$ cat src/rtl/lsu_byte_sequencer.sv
// lsu_byte_sequencer: splits CPU loads/stores (B/H/W, any alignment) into
// single-byte RAM accesses. Load bytes are assembled little-endian and then
// sign- or zero-extended. Each request gets one response pulse.
// Optional build macro LSU_MISALIGN_TRAP_EN: when defined, misaligned H/HU/W
// requests are rejected with resp_error instead of being sequenced.
module lsu_byte_sequencer #(
   parameter int MEM_BYTES = 4096
) (
   input  logic        clk,
   input  logic        rstn,
   input  logic        req_valid,
   output logic        req_ready,
   input  logic        req_we,
   input  logic [2:0]  req_funct3,
   input  logic [31:0] req_addr,
   input  logic [31:0] req_wdata,
   output logic        resp_valid,
   output logic [31:0] resp_rdata,
   output logic        resp_error,
   output logic        ram_load,
   output logic        ram_store,
   output logic [2:0]  ram_access,
   output logic [31:0] ram_addr,
   output logic [31:0] ram_data_in,
   input  logic [31:0] ram_data_out
);

   typedef enum logic [1:0] {IDLE, RUN, DRAIN, RESP} state_t;
   state_t state_reg, state_next;

   logic        we_reg;
   logic [2:0]  funct3_reg;
   logic [31:0] addr_reg;
   logic [31:0] wdata_reg;
   logic [31:0] asm_reg;
   logic [31:0] resp_rdata_reg;
   logic        resp_error_reg;
   logic [2:0]  k_reg;

   logic        accept;
   logic        req_illegal;
   logic        last_byte;
   logic        cap_en;
   logic [1:0]  cap_idx;
   logic [2:0]  req_n;
   logic [2:0]  cur_n;
   logic [32:0] req_end;
   logic [31:0] asm_merged;
   logic        unused_ram_hi;

   // Byte count for a size code: 00 -> 1, 01 -> 2, 10 -> 4.
   function automatic logic [2:0] byte_count(input logic [1:0] size);
      case (size)
         2'b00:   return 3'd1;
         2'b01:   return 3'd2;
         default: return 3'd4;
      endcase
   endfunction

   // Sign/zero extension of the assembled load word by funct3.
   function automatic logic [31:0] extend(input logic [31:0] a, input logic [2:0] f3);
      case (f3)
         3'b000:  return {{24{a[7]}}, a[7:0]};
         3'b001:  return {{16{a[15]}}, a[15:0]};
         3'b100:  return {24'd0, a[7:0]};
         3'b101:  return {16'd0, a[15:0]};
         default: return a;
      endcase
   endfunction

   assign unused_ram_hi = ^ram_data_out[31:8];

   assign cur_n      = byte_count(funct3_reg[1:0]);
   assign last_byte  = (k_reg == cur_n - 3'd1);
   assign cap_en     = ((state_reg == RUN) && !we_reg && (k_reg != 3'd0)) || (state_reg == DRAIN);
   assign cap_idx    = 2'(k_reg - 3'd1);
   assign ram_access = 3'b000;

   // Request legality; the end address is formed in 33 bits so a 32-bit wrap is rejected.
   always_comb begin
      req_n       = byte_count(req_funct3[1:0]);
      req_end     = {1'b0, req_addr} + {30'd0, req_n} - 33'd1;
      req_illegal = 1'b0;
      if (req_funct3 == 3'b011 || req_funct3[2:1] == 2'b11)
         req_illegal = 1'b1;
      if (req_we && req_funct3[2])
         req_illegal = 1'b1;
      if (req_end >= 33'(MEM_BYTES))
         req_illegal = 1'b1;
`ifdef LSU_MISALIGN_TRAP_EN
      if ((req_funct3[1:0] == 2'b01 && req_addr[0]) ||
          (req_funct3[1:0] == 2'b10 && req_addr[1:0] != 2'b00))
         req_illegal = 1'b1;
`endif
   end

   // Merge the byte returned by the RAM into its lane of the assembly word.
   genvar gi;
   generate
      for (gi = 0; gi < 4; gi++) begin : g_lane
         assign asm_merged[8*gi +: 8] = (cap_en && cap_idx == 2'(gi)) ? ram_data_out[7:0]
                                                                      : asm_reg[8*gi +: 8];
      end
   endgenerate

   // RAM address/data are only driven while sequencing bytes.
   always_comb begin
      ram_addr    = 32'd0;
      ram_data_in = 32'd0;
      if (state_reg == RUN) begin
         ram_addr = addr_reg + {29'd0, k_reg};
         if (we_reg)
            ram_data_in = {24'd0, wdata_reg[{k_reg[1:0], 3'b000} +: 8]};
      end
   end

   // State register; reset aborts any sequence in flight.
   always_ff @(posedge clk or negedge rstn) begin
      if (!rstn)
         state_reg <= IDLE;
      else
         state_reg <= state_next;
   end

   // Next-state and strobe decode.
   always_comb begin
      state_next = state_reg;
      req_ready  = 1'b0;
      resp_valid = 1'b0;
      ram_load   = 1'b0;
      ram_store  = 1'b0;
      accept     = 1'b0;
      case (state_reg)
         IDLE: begin
            req_ready = 1'b1;
            if (req_valid) begin
               accept     = 1'b1;
               state_next = req_illegal ? RESP : RUN;
            end
         end
         RUN: begin
            ram_store = we_reg;
            ram_load  = !we_reg;
            if (last_byte)
               state_next = we_reg ? RESP : DRAIN;
         end
         DRAIN:   state_next = RESP;
         RESP: begin
            resp_valid = 1'b1;
            state_next = IDLE;
         end
         default: state_next = IDLE;
      endcase
   end

   // Request latch, byte counter, load assembly and response registers.
   always_ff @(posedge clk or negedge rstn) begin
      if (!rstn) begin
         we_reg         <= 1'b0;
         funct3_reg     <= 3'd0;
         addr_reg       <= 32'd0;
         wdata_reg      <= 32'd0;
         asm_reg        <= 32'd0;
         k_reg          <= 3'd0;
         resp_rdata_reg <= 32'd0;
         resp_error_reg <= 1'b0;
      end else begin
         if (accept) begin
            we_reg     <= req_we;
            funct3_reg <= req_funct3;
            addr_reg   <= req_addr;
            wdata_reg  <= req_wdata;
            k_reg      <= 3'd0;
            asm_reg    <= 32'd0;
            if (req_illegal) begin
               resp_rdata_reg <= 32'd0;
               resp_error_reg <= 1'b1;
            end
         end
         if (state_reg == RUN) begin
            k_reg   <= k_reg + 3'd1;
            asm_reg <= asm_merged;
            if (we_reg && last_byte) begin
               resp_rdata_reg <= 32'd0;
               resp_error_reg <= 1'b0;
            end
         end
         if (state_reg == DRAIN) begin
            asm_reg        <= asm_merged;
            resp_rdata_reg <= extend(asm_merged, funct3_reg);
            resp_error_reg <= 1'b0;
         end
      end
   end

   assign resp_rdata = resp_rdata_reg;
   assign resp_error = resp_error_reg;

endmodule

$ cat config.mk
export PLATFORM = sky130hd
export DESIGN_NAME = lsu_byte_sequencer
export DESIGN_NICKNAME = d
export VERILOG_FILES = /design/src/rtl/lsu_byte_sequencer.sv
export SDC_FILE = /design/constraint.sdc
export NUM_CORES = 1
export LEC_CHECK = 0
export BUFFER_PORTS_ARGS = -buffer_cell sky130_fd_sc_hd__buf_2
export CAP_MARGIN = 15
export CORE_ASPECT_RATIO = 0.5
export CORE_UTILIZATION = 50
export DETAILED_ROUTE_END_ITERATION = 8
export PLACE_DENSITY = 0.78
export SYNTH_ARGS = -nofsm -noshare
export SYNTH_HDL_FRONTEND = slang
export SYNTH_SLANG_ARGS = --single-unit
$ cat constraint.sdc
create_clock -name clk -period 3.2 [get_ports clk]
set_input_delay 0.16 -clock clk [delete_from_list [all_inputs] [get_ports clk]]
set_output_delay 0.16 -clock clk [all_outputs]
set_load 0.005 [all_outputs]
==> impl_metrics.env <==
export IMPL_relSlewSlack_pct=37.2
export IMPL_dr_pass1_iters=5
export IMPL_io_pins=207
export IMPL_path_clk_slew_ns=0.06
export IMPL_synth_top_area_cell="dfrtp_1"
export IMPL_grt_pass1_wl_um=44300
export IMPL_yosysSeqAreaShare_pct=37.4
export IMPL_worstSetupStartpointType="input port"
export IMPL_grt_antenna_before_repair=0
export IMPL_reg2reg_slack_ns=0.23
export IMPL_grt_remaining_overflow=0
export IMPL_violations="negative setup slack"
export IMPL_fp_row_count=34
export IMPL_holdPathStages=3
export IMPL_wl_per_cell_um=17.1
export IMPL_drive_gt1_share_pct=27.5
export IMPL_grt_pass1_vias=8967
export IMPL_rsz0062_at_grt="true"
export IMPL_fin_nets=1518
export IMPL_initial_utilization_pct=52.1
export IMPL_dieArea_um2=19000
export IMPL_ir_drop_v=0.000498
export IMPL_min_to="addr_reg[25]"
export IMPL_skew_ns=0.0108
export IMPL_cts_tree="done"
export IMPL_numPortBuffers=155
export IMPL_synthArstFlopShare_pct=100
export IMPL_fillers=1377
export IMPL_synth_cells=1095
export IMPL_crit_slowest_cell="or4_4"
export IMPL_gp_congestion=0.912
export IMPL_final_antenna_net_count=0
export IMPL_post_route_period_util_pct=101
export IMPL_final_hold_viol_count=0
export IMPL_yosys_warnings=0
export IMPL_crit_reg2reg_capture="resp_rdata[11]"
export IMPL_htreeDepth=4
export IMPL_first_iter_violations=711
export IMPL_syn_area_per_cell_um2=8.42
export IMPL_drt_wl_total_um=27500
export IMPL_ys_seq_elements=138
export IMPL_rr_startpoint="funct3_reg[1]"
export IMPL_reg2regPathDepth=12
export IMPL_n_antenna_cell=0
export IMPL_min_from="req_addr[25]"
export IMPL_coreArea_um2=17700
export IMPL_fmax_mhz=310
export IMPL_endpoint_kind="flip-flop"
export IMPL_crit_type="input port to flip-flop"
export IMPL_setup_ws_ns=-0.0305
export IMPL_synth_edf_count=0
export IMPL_hpwl_um=19100
export IMPL_crit_chain="buf_8 > or2_4 > ha_4 > inv_4 > ha_4 > inv_4 > fa_2 > nand2b_4 > a21oi_4 > o21ai_2 > o211ai_1 > o211a_1 > o2111ai_2 > or4_4 > nor4_4 > buf_4 > a41oi_4 > clkbuf_16 > o21ai_2"
export IMPL_viasPerCell=5.60
export IMPL_netlist_area_um2=9220
export IMPL_p_leak_nw=6.06
export IMPL_slew_violations=0
export IMPL_finalSetupViolations=12
export IMPL_hold_slack_ns=0.0295
export IMPL_critPathMaxStageDelay_ns=0.54
export IMPL_cp_buffers_inverters=5
export IMPL_vias=9026
export IMPL_dp_cells=1534
export IMPL_worst_path_max_fanout=12
export IMPL_cts_sinks=138
export IMPL_hold_class="input port to flip-flop"
export IMPL_max_cap_violations=0
export IMPL_die_x_um=194
export IMPL_place_area_um2=10700
export IMPL_route_detailed_drc=0
export IMPL_final_area_um2=11900
export IMPL_fin_crit_ns=3.23
export IMPL_outcome="finished with violations"
export IMPL_worstMarginPinSlew_ns=0.942
export IMPL_post_synth_top_area_fraction_pct=37.4
export IMPL_synth_top_cells_by_area="dfrtp_1 (37%), nand2_1 (12%), ha_1 (6.5%)"
export IMPL_clkLatencyLatePin_ns=0.43
export IMPL_cts_buffers=17
export IMPL_crit_family="simple AND/OR/NAND/NOR gates"
export IMPL_areaGrowthSynthToFinish_pct=29.2
export IMPL_synthDistinctLibCells=77
export IMPL_p_per_area_nw_per_um2=775
export IMPL_grt_max_degree=103
export IMPL_ys_flop_type="dfrtp_1"
export IMPL_clockBufferDepth=2
export IMPL_crit_required_ns=3.56
export IMPL_arrival_ns=3.59
export IMPL_cts_root_buf="clkbuf_16"
export IMPL_stdcell_count=1612
export IMPL_fp_dieH_um=98.0
export IMPL_grtUsageTotal_pct=29.3
export IMPL_power_mw=9.24
-- layer usage --
metal / vias up / wire (um) / share of wire [%] / track usage (%)
li1: 4214 / - / - / -
met1: 4338 / 11800 / 43 / 37.4
met2: 391 / 13000 / 47 / 48.7
met3: 83 / 1690 / 6.1 / 5.39
met4: 0 / 972 / 3.5 / 13.3
met5: - / 0 / 0 / 0
-- report_power, final --
group	switching [mW]	total [mW]	internal, mW
registers	0.583	3.05	2.47
clock network	0.803	2.02	1.21
logic	2.33	4.17	1.84
-- through the flow --
stage          setup slack [ns]  util, %  setup TNS [ns]
2_1_floorplan          -0.00596        -        -0.00596
3_3_place_gp             -0.326     60.5           -9.94
3_5_place_dp             -0.412     60.5          -12.93
4_1_cts                 0.00812     65.8               0
5_1_grt                  -0.146     67.4           -2.93
6_report                -0.0305     67.4          -0.193
-- tightest hold or removal path: stages --
cell and delay, ns:
buf_2 0.12, nand2_1 0.06, o21ai_0 0.07
-- Yosys cell counts (8+ instances only) --
| cell | count |
|---|---|
| o211ai_1 | 8 |
| o21ai_0 | 81 |
| a21oi_1 | 53 |
| nand4_1 | 14 |
| buf_4 | 31 |
| nand2_1 | 284 |
| nand3_1 | 18 |
| inv_1 | 73 |
| mux2_2 | 9 |
| nor2_1 | 37 |
| dfrtp_1 | 138 |
| and2_1 | 45 |
| a21o_1 | 10 |
| a32o_1 | 8 |
| mux4_2 | 8 |
| ha_1 | 48 |
| xnor2_1 | 25 |
| clkbuf_1 | 29 |
| xor2_1 | 14 |
| o21ai_1 | 15 |
| a21boi_0 | 18 |
| o21ai_2 | 11 |
-- area by class of cell --
type,instances,area (um^2),area share [%]
multi-input combinational,834,5260,44.1
clock inverter,9,111,0.934
clock buffer,23,478,4.01
inverter,73,279,2.34
sequential,138,3450,29.0
timing repair buffer,301,2040,17.1
tap,234,293,2.46
-- logic make-up after synthesis --
logic type	Yosys count	synth area share [%]
DFF	138	37.4
buffers and inverters	149	8.67
muxes	23	3.72
xor gates and xnor gates	39	3.70
AOI/OAI and AO/OA	257	18.3
and+or+nand+nor	438	21.2
other	1	0.0407
adders and majority gates	50	6.95
-- placed cells by master, fill, tap and decap left out, types with 6 or more instances in the layout --
cell type / count
o21a_1: 7
nand3_1: 18
xnor2_1: 25
a22o_1: 7
xor2_1: 14
and2_1: 45
mux2_2: 9
nand4_1: 14
a21boi_0: 18
mux4_2: 8
dfrtp_1: 138
ha_1: 45
o21ai_0: 79
nand2_1: 281
o211ai_1: 8
o21ai_2: 23
a21oi_1: 49
buf_4: 105
clkbuf_16: 19
buf_2: 153
nor2_1: 35
dlygate4sd3_1: 35
a32o_1: 8
and3_1: 6
inv_1: 69
conb_1: 27
a21o_1: 10
-- how the worst max path moves through the flow --
stage                     end  cells after the start           from  slack (ns)
2_1_floorplan  resp_rdata[11]                     18  req_funct3[1]      -0.006
3_3_place_gp   resp_rdata[31]                     17  req_funct3[1]       -0.33
3_5_place_dp   resp_rdata[31]                     17  req_funct3[1]       -0.41
4_1_cts          ram_addr[31]                     12       k_reg[1]       0.008
5_1_grt        resp_rdata[11]                     19  req_funct3[0]       -0.15
6_report       resp_rdata[11]                     19  req_funct3[0]       -0.03
-- what timing repair did --
item / 4_1_cts / 5_1_grt
gates cloned: 0 / 3
buffers inserted: 0 / 8
hold buffers: 35 / 0
resized for setup: 3 / 41
pin swaps: 0 / 5
endpoints found under the hold margin: 117 / 0
setup endpoints to repair: 6 / 41
(Power assumes the default switching activity.)
